$ cat src/rtl/id_stage_sb_pkg.sv
`default_nettype none
// +----------------------------------------------------------------------+
// | Module   : id_stage_sb_pkg                                           |
// | Purpose  : LC-3b types, control word and control ROM for the         |
// |            scoreboarded decode stage                                 |
// | Revision : 1.0                                                       |
// +----------------------------------------------------------------------+
package id_stage_sb_pkg;

    localparam int LC3B_NREGS = 8;
    localparam int LC3B_CNTW  = 2;

    typedef logic [LC3B_CNTW-1:0]          lc3b_sb_count;
    typedef logic [$clog2(LC3B_NREGS)-1:0] lc3b_reg;

    localparam lc3b_reg LC3B_R7 = 3'd7;

    typedef enum logic [3:0] {
        OP_BR  = 4'b0000, OP_ADD = 4'b0001, OP_LDB = 4'b0010, OP_STB  = 4'b0011,
        OP_JSR = 4'b0100, OP_AND = 4'b0101, OP_LDR = 4'b0110, OP_STR  = 4'b0111,
        OP_RTI = 4'b1000, OP_NOT = 4'b1001, OP_LDI = 4'b1010, OP_STI  = 4'b1011,
        OP_JMP = 4'b1100, OP_SHF = 4'b1101, OP_LEA = 4'b1110, OP_TRAP = 4'b1111
    } lc3b_opcode;

    // Immediate chosen for the SR2 operand slot
    typedef enum logic [1:0] {
        IMM_ZEXT4 = 2'd0, IMM_SEXT5 = 2'd1, IMM_SEXT6 = 2'd2, IMM_ADJ6 = 2'd3
    } lc3b_sr2mux_sel;

    // Dest register as a source: none, as-is, or placed in the upper byte
    typedef enum logic [1:0] {
        DEST_NONE = 2'd0, DEST_PLAIN = 2'd1, DEST_HIGH = 2'd2
    } lc3b_destmux_sel;

    typedef struct packed {
        lc3b_opcode      opcode;
        logic            load_regfile;
        logic            load_cc;
        logic            sr2mux2;      // 0 = register SR2, 1 = immediate
        lc3b_sr2mux_sel  sr2mux;
        lc3b_destmux_sel destmux;
        logic            writemux;     // 1 = write R7 (link register)
        logic            mem_read;
        logic            mem_write;
    } lc3b_control_word;

    // Opcode to control word; imm_sel is IR[5] for the ADD/AND register/immediate form
    function automatic lc3b_control_word control_rom(input lc3b_opcode op, input logic imm_sel);
        lc3b_control_word c;
        c         = '0;
        c.opcode  = op;
        c.sr2mux2 = 1'b1;
        c.sr2mux  = IMM_SEXT5;
        c.destmux = DEST_NONE;
        case (op)
            OP_ADD, OP_AND: begin
                c.load_regfile = 1'b1; c.load_cc = 1'b1; c.sr2mux2 = imm_sel;
            end
            OP_NOT:  begin c.load_regfile = 1'b1; c.load_cc = 1'b1; end
            OP_SHF:  begin c.load_regfile = 1'b1; c.load_cc = 1'b1; c.sr2mux = IMM_ZEXT4; end
            OP_LDR, OP_LDI: begin
                c.load_regfile = 1'b1; c.load_cc = 1'b1; c.sr2mux = IMM_ADJ6; c.mem_read = 1'b1;
            end
            OP_LDB:  begin
                c.load_regfile = 1'b1; c.load_cc = 1'b1; c.sr2mux = IMM_SEXT6; c.mem_read = 1'b1;
            end
            OP_STR, OP_STI: begin
                c.sr2mux = IMM_ADJ6; c.destmux = DEST_PLAIN; c.mem_write = 1'b1;
            end
            OP_STB:  begin c.sr2mux = IMM_SEXT6; c.destmux = DEST_HIGH; c.mem_write = 1'b1; end
            OP_JSR, OP_TRAP: begin c.load_regfile = 1'b1; c.writemux = 1'b1; end
            OP_LEA:  c.load_regfile = 1'b1;
            default: ;
        endcase
        return c;
    endfunction

endpackage
`default_nettype wire

$ cat src/rtl/id_scoreboard.sv
`default_nettype none
// +----------------------------------------------------------------------+
// | Module   : id_scoreboard                                             |
// | Purpose  : Per-register pending-write counters, RAW hazard check,    |
// |            issue/writeback/rollback arithmetic and sticky error      |
// | Revision : 1.0                                                       |
// +----------------------------------------------------------------------+
module id_scoreboard
    import id_stage_sb_pkg::*;
#(
    parameter int NREGS = 8,
    parameter int CNTW  = 2
) (
    input  logic                     clk,
    input  logic                     rst,
    input  logic [$clog2(NREGS)-1:0] i_src1,
    input  logic [$clog2(NREGS)-1:0] i_src2,
    input  logic [$clog2(NREGS)-1:0] i_src3,
    input  logic [2:0]               i_use,
    input  logic                     i_wr_en,
    input  logic [$clog2(NREGS)-1:0] i_wr_idx,
    input  logic                     i_issue,
    input  logic                     i_wb_valid,
    input  logic [$clog2(NREGS)-1:0] i_wb_reg,
    input  logic                     i_rb_valid,
    input  logic [$clog2(NREGS)-1:0] i_rb_idx,
    output logic                     o_hazard,
    output logic                     o_sb_err
);

    localparam int c_rw = $clog2(NREGS);

    logic [CNTW-1:0] r_count [NREGS];
    logic [CNTW-1:0] w_next  [NREGS];
    logic [CNTW:0]   w_sum   [NREGS];
    logic [NREGS-1:0] w_err;
    logic [c_rw-1:0] w_src   [3];
    logic            w_hazard;
    logic            r_err;

    assign w_src[0] = i_src1;
    assign w_src[1] = i_src2;
    assign w_src[2] = i_src3;

    // RAW check per used source (a lone pending write retiring this cycle is bypassed),
    // plus refusal to issue a writer whose destination counter is saturated
    always_comb begin
        w_hazard = 1'b0;
        for (int s = 0; s < 3; s++) begin
            if (i_use[s] && (r_count[w_src[s]] != '0) &&
                !((r_count[w_src[s]] == CNTW'(1)) && i_wb_valid && (i_wb_reg == w_src[s])))
                w_hazard = 1'b1;
        end
        if (i_wr_en && (r_count[i_wr_idx] == '1))
            w_hazard = 1'b1;
    end

    // Net counter change; a negative result floors at zero and flags a stray writeback
    always_comb begin
        w_sum  = '{default: '0};
        w_next = '{default: '0};
        w_err  = '0;
        for (int r = 0; r < NREGS; r++) begin
            w_sum[r] = {1'b0, r_count[r]}
                     + (CNTW+1)'(i_issue && i_wr_en && (i_wr_idx == c_rw'(r)))
                     - (CNTW+1)'(i_wb_valid && (i_wb_reg == c_rw'(r)))
                     - (CNTW+1)'(i_rb_valid && (i_rb_idx == c_rw'(r)));
            w_next[r] = w_sum[r][CNTW] ? '0 : w_sum[r][CNTW-1:0];
            w_err[r]  = w_sum[r][CNTW] && i_wb_valid && (i_wb_reg == c_rw'(r));
        end
    end

    // Counter state and sticky error flag
    always_ff @(posedge clk or posedge rst) begin
        if (rst) begin
            for (int r = 0; r < NREGS; r++) r_count[r] <= '0;
            r_err <= 1'b0;
        end else begin
            for (int r = 0; r < NREGS; r++) r_count[r] <= w_next[r];
            r_err <= r_err | (|w_err);
        end
    end

    assign o_hazard = w_hazard;
    assign o_sb_err = r_err;

endmodule
`default_nettype wire

$ cat src/rtl/id_stage_sb.sv
`default_nettype none
// +----------------------------------------------------------------------+
// | Module   : id_stage_sb                                               |
// | Purpose  : LC-3b decode stage with bypassed register file, RAW       |
// |            scoreboard and ID/EX pipeline register                    |
// | Revision : 1.0                                                       |
// +----------------------------------------------------------------------+
module id_stage_sb
    import id_stage_sb_pkg::*;
#(
    parameter int WIDTH = 16,
    parameter int NREGS = 8,
    parameter int CNTW  = 2
) (
    input  logic                     clk,
    input  logic                     reset,
    input  logic                     if_valid,
    input  logic [WIDTH-1:0]         instruction,
    output logic                     id_ready,
    input  logic                     flush,
    input  logic                     ex_ready,
    input  logic                     wb_valid,
    input  logic [$clog2(NREGS)-1:0] wb_reg,
    input  logic [WIDTH-1:0]         wb_data,
    output logic                     ex_valid,
    output lc3b_control_word         ex_ctrl,
    output logic [WIDTH-1:0]         ex_sr1,
    output logic [WIDTH-1:0]         ex_sr2,
    output logic [WIDTH-1:0]         ex_dest_val,
    output logic [$clog2(NREGS)-1:0] ex_dest_reg,
    output logic [7:0]               ex_offset8,
    output logic [8:0]               ex_offset9,
    output logic [10:0]              ex_offset11,
    output logic                     hazard_stall,
    output logic                     sb_err
);

    localparam int              c_rw = $clog2(NREGS);
    localparam logic [c_rw-1:0] c_r7 = c_rw'(LC3B_R7);

    lc3b_opcode       w_opcode;
    lc3b_control_word w_ctrl;
    logic [c_rw-1:0]  w_sr1_idx, w_sr2_idx, w_dst_idx, w_wr_idx;
    logic [WIDTH-1:0] w_sr1_val, w_sr2_val, w_dst_val, w_imm, w_sr2_op, w_dest_op;
    logic             w_hazard, w_issue, w_rollback, w_sb_err;
    logic [WIDTH-1:0] r_regs [NREGS];

    logic             r_ex_valid;
    lc3b_control_word r_ex_ctrl;
    logic [WIDTH-1:0] r_ex_sr1, r_ex_sr2, r_ex_dest_val;
    logic [c_rw-1:0]  r_ex_dest_reg;
    logic [7:0]       r_ex_offset8;
    logic [8:0]       r_ex_offset9;
    logic [10:0]      r_ex_offset11;

    assign w_opcode  = lc3b_opcode'(instruction[15:12]);
    assign w_ctrl    = control_rom(w_opcode, instruction[5]);
    assign w_dst_idx = c_rw'(instruction[11:9]);
    assign w_sr1_idx = c_rw'(instruction[8:6]);
    assign w_sr2_idx = c_rw'(instruction[2:0]);
    assign w_wr_idx  = w_ctrl.writemux ? c_r7 : w_dst_idx;

    // Register file write on writeback; R0 is ordinary storage
    always_ff @(posedge clk or posedge reset) begin
        if (reset) begin
            for (int i = 0; i < NREGS; i++) r_regs[i] <= '0;
        end else if (wb_valid) begin
            r_regs[wb_reg] <= wb_data;
        end
    end

    // Same-cycle writeback data overrides the stored value on every read port
    assign w_sr1_val = (wb_valid && (wb_reg == w_sr1_idx)) ? wb_data : r_regs[w_sr1_idx];
    assign w_sr2_val = (wb_valid && (wb_reg == w_sr2_idx)) ? wb_data : r_regs[w_sr2_idx];
    assign w_dst_val = (wb_valid && (wb_reg == w_dst_idx)) ? wb_data : r_regs[w_dst_idx];

    // Immediate generation selected by the control word
    always_comb begin
        w_imm = '0;
        case (w_ctrl.sr2mux)
            IMM_ZEXT4: w_imm = {{(WIDTH-4){1'b0}}, instruction[3:0]};
            IMM_SEXT5: w_imm = {{(WIDTH-5){instruction[4]}}, instruction[4:0]};
            IMM_SEXT6: w_imm = {{(WIDTH-6){instruction[5]}}, instruction[5:0]};
            IMM_ADJ6:  w_imm = {{(WIDTH-7){instruction[5]}}, instruction[5:0], 1'b0};
            default:   w_imm = '0;
        endcase
    end

    assign w_sr2_op  = w_ctrl.sr2mux2 ? w_imm : w_sr2_val;
    assign w_dest_op = (w_ctrl.destmux == DEST_HIGH) ? {w_dst_val[WIDTH-9:0], 8'h00} : w_dst_val;

    // A flushed writer never reaches writeback, so its pending count is returned
    assign w_rollback = flush && r_ex_valid && r_ex_ctrl.load_regfile;

    id_scoreboard #(
        .NREGS (NREGS),
        .CNTW  (CNTW)
    ) u_sb (
        .clk        (clk),
        .rst        (reset),
        .i_src1     (w_sr1_idx),
        .i_src2     (w_sr2_idx),
        .i_src3     (w_dst_idx),
        .i_use      ({(w_ctrl.destmux != DEST_NONE), !w_ctrl.sr2mux2, 1'b1}),
        .i_wr_en    (w_ctrl.load_regfile),
        .i_wr_idx   (w_wr_idx),
        .i_issue    (w_issue),
        .i_wb_valid (wb_valid),
        .i_wb_reg   (wb_reg),
        .i_rb_valid (w_rollback),
        .i_rb_idx   (r_ex_dest_reg),
        .o_hazard   (w_hazard),
        .o_sb_err   (w_sb_err)
    );

    assign id_ready     = !w_hazard && !flush && (!r_ex_valid || ex_ready);
    assign w_issue      = if_valid && id_ready;
    assign hazard_stall = if_valid && w_hazard;
    assign sb_err       = w_sb_err;

    // ID/EX slot: flush squashes, issue loads, consumption without refill empties
    always_ff @(posedge clk or posedge reset) begin
        if (reset) begin
            r_ex_valid    <= 1'b0;
            r_ex_ctrl     <= '0;
            r_ex_sr1      <= '0;
            r_ex_sr2      <= '0;
            r_ex_dest_val <= '0;
            r_ex_dest_reg <= '0;
            r_ex_offset8  <= '0;
            r_ex_offset9  <= '0;
            r_ex_offset11 <= '0;
        end else if (flush) begin
            r_ex_valid    <= 1'b0;
        end else if (w_issue) begin
            r_ex_valid    <= 1'b1;
            r_ex_ctrl     <= w_ctrl;
            r_ex_sr1      <= w_sr1_val;
            r_ex_sr2      <= w_sr2_op;
            r_ex_dest_val <= w_dest_op;
            r_ex_dest_reg <= w_wr_idx;
            r_ex_offset8  <= instruction[7:0];
            r_ex_offset9  <= instruction[8:0];
            r_ex_offset11 <= instruction[10:0];
        end else if (ex_ready) begin
            r_ex_valid    <= 1'b0;
        end
    end

    assign ex_valid    = r_ex_valid;
    assign ex_ctrl     = r_ex_ctrl;
    assign ex_sr1      = r_ex_sr1;
    assign ex_sr2      = r_ex_sr2;
    assign ex_dest_val = r_ex_dest_val;
    assign ex_dest_reg = r_ex_dest_reg;
    assign ex_offset8  = r_ex_offset8;
    assign ex_offset9  = r_ex_offset9;
    assign ex_offset11 = r_ex_offset11;

endmodule
`default_nettype wire

$ cat config.mk
export PLATFORM = sky130hd
export DESIGN_NAME = id_stage_sb
export DESIGN_NICKNAME = d
export VERILOG_FILES = /design/src/rtl/id_stage_sb_pkg.sv /design/src/rtl/id_scoreboard.sv /design/src/rtl/id_stage_sb.sv
export SDC_FILE = /design/constraint.sdc
export NUM_CORES = 1
export LEC_CHECK = 0
export ABC_AREA = 1
export BUFFER_PORTS_ARGS = -buffer_cell sky130_fd_sc_hd__buf_2
export CAP_MARGIN = 20
export CORE_MARGIN = 2
export CORE_UTILIZATION = 60
export CTS_CLUSTER_SIZE = 10
export DETAILED_ROUTE_END_ITERATION = 16
export PLACE_DENSITY_LB_ADDON = 0.25
export SYNTH_ARGS = -nofsm -noshare
export SYNTH_HDL_FRONTEND = slang
export SYNTH_HIERARCHICAL = 1
export SYNTH_SLANG_ARGS = --single-unit
$ cat constraint.sdc
create_clock -name clk -period 11.8 [get_ports clk]
set_input_delay 1.77 -clock clk [delete_from_list [all_inputs] [get_ports clk]]
set_output_delay 1.77 -clock clk [all_outputs]
set_load 0.05 [all_outputs]
==> results of run 1 <==
-- critical path, stage by stage --
cell and delay (ps):
buf_2 100, buf_4 290, inv_2 750, nand2_1 530, nand2_1 180, o21ai_0 90
nand2_1 100, nand2_1 60, nand2_1 50, nand2_1 50, nand3_1 70, nand2_1 50
inv_1 40, nand2_1 90, nor3_1 190, buf_2 290
-- worst paths after layout --
check,end,start,cells after the start
setup / recovery,id_ready,instruction[9],16
hold / removal,ex_ctrl[0],ex_ctrl[0],2
setup reg to reg,u_sb/o_sb_err,u_sb/r_count[10],24
hold reg to reg,ex_ctrl[0],ex_ctrl[0],2
max in group asynchronous,r_regs[33],reset,3
min in group asynchronous,u_sb/r_count[9],reset,2
-- final cells by class --
cell class                      count  share of cell area (%)
Sequential cell                   222                    34.8
Clock buffer                       31                    4.40
Inverter                          225                    5.39
Tap cell                          324                    2.54
Clock inverter                      1                  0.0314
Antenna cell                        1                  0.0157
Multi-Input combinational cell   1616                    47.2
Timing Repair Buffer              156                    5.57
-- through the flow --
stage | hold slack, ps | instance area [um^2] | util (%) | setup WS [ps] | power, mW
floorplan | 453 | 14700 | - | 4430 | 2.27
global placement | 460 | 15200 | 62.7 | 5460 | 2.59
detailed placement | 464 | 15200 | 62.8 | 5420 | 2.63
CTS | 481 | 15900 | 65.7 | 5410 | 3.35
global route | 494 | 15900 | 65.9 | 5010 | 3.54
finish | 477 | 15900 | 65.9 | 5280 | 3.38
-- layout by cell type (no fill, tap or decap), types with 4 or more instances in the layout --
cell       count
clkbuf_16     27
nor2_2         5
xor2_1         5
buf_4         16
xnor2_1        7
o21ai_0      203
o21ai_1        5
nor2_4         4
nor3_1         4
o211ai_1      21
nand3_1      340
nand3_2        4
ha_1          24
o21ai_2        4
clkinv_1       4
dfrtp_1      222
or2_2         21
inv_1        204
nor2_1       140
inv_2         14
a21oi_1       48
buf_2        137
nand2_1      754
fa_1           8
-- layer usage --
metal / share of wire [%] / global-route usage (%) / routed length [um]
met5: 0 / 0 / 0
met4: 5.0 / 18.3 / 2480
met3: 13 / 9.04 / 6400
met2: 44 / 58.7 / 21700
met1: 38 / 51.2 / 18900
-- cell families (layout without fill, tap and decap cells) --
group	Yosys count	count (layout)	synth area share, %
XOR/XNOR	12	12	0.717
AND/OR/NAND/NOR	1280	1280	36.8
buffers and inverters	364	413	10.8
flip-flops	222	222	37.9
AO/OA/AOI/OAI	291	291	10.6
other	1	2	0.0256
adder cells (fa/ha/maj)	32	32	3.14
-- power by group --
group          total, mW  leakage (nW)  internal (mW)  switching [mW]
Sequential          1.23          2.75          0.992           0.233
Combinational       1.43          5.43          0.373            1.06
Clock              0.718         0.347          0.409           0.309
==> metrics.md, run 1 <==
| Metric | Value |
|---|---|
| Synth top area share | `around 38%` |
| First-pass GRT wire length | `about 78000 um` |
| Top_reg_cell synth | `dfrtp_1` |
| Setup crit start kind | `input pin` |
| Rel. slew slack | `25.2%` |
| R2R setup slack | `between 8000 and 9000 ps` |
| Initial Utilization | `60.6%` |
| Gr ovfl total | `0` |
| Pwr/cell area | `212 nW/um^2` |
| Num CTS Buffers | `26` |
| Cts hold-fix bufs | `0` |
| Total negative slack | `0 ps` |
| Mean Syn Cell Area | `approximately 6.7 um^2` |
| Post-CTS setup buffers | `0` |
| Most frequent cell after synthesis | `nand2_1` |
| Clock sink count | `222` |
| RSZ-0062 raised after global routing | `false` |
| Final GP Congestion | `0.933` |
| Routed length per instance | `a little under 20 um` |
| Tcrit/Tclk final | `approximately 55%` |
| Number of max-slew violations in the final report | `0` |
| Largest cells by area after synthesis | `dfrtp_1 (38%), nand2_1 (19%), nand3_1 (12%)` |
| Total Wirelength | `slightly below 50000 um` |
| Layout fillers | `2151` |
| Setup violations, final | `0` |
| GRT Overall Usage | `between 30% and 40%` |
| DR vias/cell | `approximately 6` |
| Core ar. | `about 24000 um^2` |
| Synth top cells by count | `nand2_1 (754), nand3_1 (340), dfrtp_1 (222)` |
| Sequential share of the synthesized area | `37.9%` |
| Vias | `approximately 15k` |
| Area occupied by multi-input gates | `roughly 7500 um^2` |
| Largest net degree at the start of global routing | `134` |
| Worst-Skew Late Latency | `between 500 and 600 ps` |
| Sequential cell area | `roughly 5600 um^2` |
| # IOs | `138` |
| Crit end category | `output pin` |
| Proportion of layout cells with a drive suffix above 1 | `11.0%` |
| Worst-Margin Slew | `1120 ps` |
| Placed cell count | `around 2.5k` |
| Fmax | `between 150 and 200 MHz` |
| CTS tree | `yes` |
| Post-CTS Resized | `0` |
| Synth Register Bits | `222` |
| Final ANT Viol Nets | `0` |
| Die area | `25700 um^2` |
| Fraction of registers with async set/reset | `between 90% and 100%` |
| Root buffer cell | `clkbuf_16` |
| NumNets Final | `about 2.3k` |
| Htree depth | `1` |
| Pre-antenna DRT Iters | `6` |
| Post-route insts no fill | `approximately 2.6k` |
| Chip height | `160 um` |
| Max-Cap Viols | `0` |
| Vias in the first global route | `roughly 15k` |
| Clock transition at path regs | `~60 ps` |
| Clock skew | `~21 ps` |
| Class of the worst hold path | `reg -> reg` |
| Kind of critical path | `in -> out` |
| Antenna violations before repair | `1` |
| CP Data Required Time | `about 10000 ps` |
| Fin crit period | `between 6000 and 7000 ps` |
| Synthesized cell area | `approximately 15000 um^2` |
| DRC viols | `0` |
| Peak supply drop | `~0.21 mV` |
| IO buf count | `137` |
| Post-Syn Instances | `2202` |
| Area growth, synth to finish | `8.72%` |
| LEAKAGE | `between 8 and 9 nW` |
| EDFF count, synth | `0` |
| Unique cell type count in the Yosys netlist | `a little over 40` |
| Arrival @ worst endpoint | `between 4000 and 5000 ps` |
| FP Rows | `57` |
| Biggest register | `r_regs` |
| Worst-path maximum fanout | `between 50 and 60` |
| Ys Warns | `6` |
| Syn nets | `between 2k and 2.5k` |
| First DRT Iteration DRCs | `about 2.5k` |
| Status | `complete, no violations` |
| Final hold vios | `0` |
| Max FFs per register | `roughly 130` |
| Die Width | `around 160 um` |
| Dominant cell type by area after synthesis | `dfrtp_1` |
| DP HPWL | `31300 um` |
| Clock buffer depth | `3` |
Power figures use the tool's default switching activity.
==> inputs of run 2 (changes only) <==
==> constraint.sdc (replaced) <==
create_clock -name clk -period 6.4 [get_ports clk]
set_input_delay 0.96 -clock clk [delete_from_list [all_inputs] [get_ports clk]]
set_output_delay 0.96 -clock clk [all_outputs]
set_load 0.05 [all_outputs]
==> metrics.md, run 2 (synthesis results as in run 1) <==
| Metric | Value |
|---|---|
| Hold depth | `2 (unchanged)` |
| IO buf count | `137 (unchanged)` |
| Clock skew | `13.3 ps (was 21.0 ps)` |
| Die Width | `160 um (unchanged)` |
| R2R Path End | `u_sb/o_sb_err (unchanged)` |
| Cell family with most CP delay | `simple AND/OR/NAND/NOR gates (was buffers and inverters)` |
| Vias | `15.5k (about the same)` |
| R2R setup slack | `2850 ps (was 8240 ps)` |
| Max-Cap Viols | `0 (unchanged)` |
| Cts hold-fix bufs | `0 (unchanged)` |
| Area growth, synth to finish | `9.23% (was 8.72%)` |
| GRT Overall Usage | `38.7% (was 38.2%)` |
| Post-CTS setup buffers | `0 (unchanged)` |
| Proportion of layout cells with a drive suffix above 1 | `11.2% (was 11.0%)` |
| Final ANT Viol Nets | `0 (unchanged)` |
| Top sig layer | `met5 (was met4)` |
| Hold Path End | `ex_dest_val[0] (was ex_ctrl[0])` |
| Antenna violations before repair | `2 (was 1)` |
| Sequential cell area | `5560 um^2 (unchanged)` |
| Number of max-slew violations in the final report | `0 (unchanged)` |
| CTS tree | `yes (unchanged)` |
| M1 WL | `18700 um (was 18900 um)` |
| Largest net degree at the start of global routing | `176 (was 134)` |
| Clock sink count | `222 (unchanged)` |
| Layout fillers | `2157 (was 2151)` |
| Fmax | `around 210 MHz` |
| Clock buffer depth | `3 (unchanged)` |
| First-pass GRT wire length | `79000 um (was 78200 um)` |
| DP HPWL | `31200 um (was 31300 um)` |
| Most frequent cells in the layout | `nand2_1 (754), nand3_1 (340), dfrtp_1 (222) (unchanged)` |
| Class of the worst hold path | `reg -> reg (unchanged)` |
| Combinational Power Share | `41.9% (was 42.4%)` |
| Initial Utilization | `60.6% (unchanged)` |
| CP Data Required Time | `6810 ps (was 10030 ps)` |
| Flop pwr share | `35.9% (was 36.3%)` |
| Setup violations, final | `0 (unchanged)` |
| Clock share of power | `22.2% (was 21.3%)` |
| Core ar. | `24200 um^2 (unchanged)` |
| DR WL met3 | `7150 um (was 6400 um)` |
| Setup crit start kind | `input pin (unchanged)` |
| Pwr/cell area | `394 nW/um^2 (was 212 nW/um^2)` |
| Fin crit period | `4800 ps` |
| Routed length per instance | `19.4 um (was 19.2 um)` |
| CP peak stage delay | `500 ps (was 750 ps)` |
| Chip height | `160 um (unchanged)` |
| Gr ovfl total | `0 (unchanged)` |
| Max FFs per register | `128 (unchanged)` |
| FP Rows | `57 (unchanged)` |
| DR vias/cell | `6.00 (was 6.01)` |
| CP startpoint | `instruction[9] (unchanged)` |
| Post-CTS Resized | `0 (unchanged)` |
| Clock transition at path regs | `50 ps (was 60 ps)` |
| Rel. slew slack | `22.7% (was 25.2%)` |
| Total negative slack | `0 ps (unchanged)` |
| Vias in the first global route | `14.5k (was 14.6k)` |
| Crit end category | `flop (was output pin)` |
| Switch share | `47.2% (was 47.4%)` |
| Buf/Inv on CP | `6 (was 5)` |
| Fin util | `66.2% (was 65.9%)` |
| CP most frequent cell | `nand2_1 (unchanged)` |
| Slowest-stage cell, CP | `buf_4 (was inv_2)` |
| FF-to-FF path depth | `24 (unchanged)` |
| Total Wirelength | `50200 um (was 49500 um)` |
| Arrival @ worst endpoint | `5210 ps (was 4750 ps)` |
| Pre-antenna DRT Iters | `6 (unchanged)` |
| FF-to-FF Start | `u_sb/r_count[4] (was u_sb/r_count[10])` |
| Final hold vios | `0 (unchanged)` |
| Area occupied by multi-input gates | `7520 um^2 (unchanged)` |
| Peak supply drop | `0.346 mV (was 0.213 mV)` |
| Status | `complete, no violations (unchanged)` |
| Worst-Skew Late Latency | `550 ps (about the same)` |
| DRC viols | `0 (unchanged)` |
| NumNets Final | `2323 (was 2320)` |
| Hold_sp | `ex_dest_val[0] (was ex_ctrl[0])` |
| Worst-Margin Slew | `1160 ps (was 1120 ps)` |
| Commonest non-fill, non-tap cell in the layout | `nand2_1 (unchanged)` |
| RSZ-0062 raised after global routing | `false (unchanged)` |
| Final GP Congestion | `0.940 (was 0.933)` |
| Tcrit/Tclk final | `74.9%` |
| Die area | `25700 um^2 (unchanged)` |
| LEAKAGE | `8.56 nW (was 8.52 nW)` |
| Worst-path maximum fanout | `46 (was 55)` |
| Met2 Wirelength | `21700 um (about the same)` |
| First DRT Iteration DRCs | `2543 (was 2464)` |
| Root buffer cell | `clkbuf_16 (unchanged)` |
| Kind of critical path | `in -> reg (was in -> out)` |
| Htree depth | `1 (unchanged)` |
| Biggest register | `r_regs (unchanged)` |
| Num CTS Buffers | `27 (was 26)` |
| Pint | `3.33 mW (was 1.77 mW)` |
| # IOs | `138 (unchanged)` |
| Net switching power | `2.98 mW (was 1.60 mW)` |
run 2: how the worst max path moves through the flow:
stage                               end  cells past startpoint
after floorplan                id_ready                     16
after global placement    u_sb/o_sb_err                     28
after detailed placement  u_sb/o_sb_err                     28
after CTS                 u_sb/o_sb_err                     28
after global routing      u_sb/o_sb_err                     29
final                     u_sb/o_sb_err                     28
run 2: worst reg2reg max path, delay by kind of cell, from the launching register on:
family	cells	cell delay, ps
AND/OR/NAND/NOR	17	1950
adder cells (fa/ha/maj)	2	340
XOR/XNOR	1	100
buffers and inverters	3	310
AO/OA/AOI/OAI	1	230
flip-flops	1	510
run 2: through the flow:
| step | cell area [um^2] | setup WS (ps) | hold slack [ps] | std cells | total power [mW] |
|---|---|---|---|---|---|
| after floorplan | 14700 | 2020 | 453 | 2202 | 4.19 |
| after global placement | 15200 | 1390 | 462 | 2543 | 4.79 |
| after detailed placement | 15200 | 1190 | 467 | 2543 | 4.86 |
| after CTS | 16000 | 1760 | 481 | 2582 | 6.26 |
| after global routing | 16000 | 1280 | 489 | 2584 | 6.63 |
| final | 16000 | 1600 | 482 | 2585 | 6.31 |
run 2: power by group through the flow:
stage          combinational (mW)  clock, mW  sequential, mW
2_1_floorplan                1.29          0            2.90
3_3_place_gp                 2.55          0            2.24
3_5_place_dp                 2.60          0            2.25
4_1_cts                      2.62       1.40            2.24
5_1_grt                      2.86       1.47            2.30
6_report                     2.64       1.40            2.26
run 2: routing by layer:
metal	track usage [%]	up-vias
li1	-	7099
met1	51.4	7056
met2	60.0	1099
met3	10.3	248
met4	17.3	4
met5	0	-
run 2: cell type report:
class                   count  area share, %
flip-flops and latches    222           34.7
clock buffers              37           4.77
clock inverters             2         0.0859
well taps                 324           2.53
inverters                 225           5.34
diodes                      1         0.0156
repair buffers            158           5.59
multi-input cells        1616           47.0
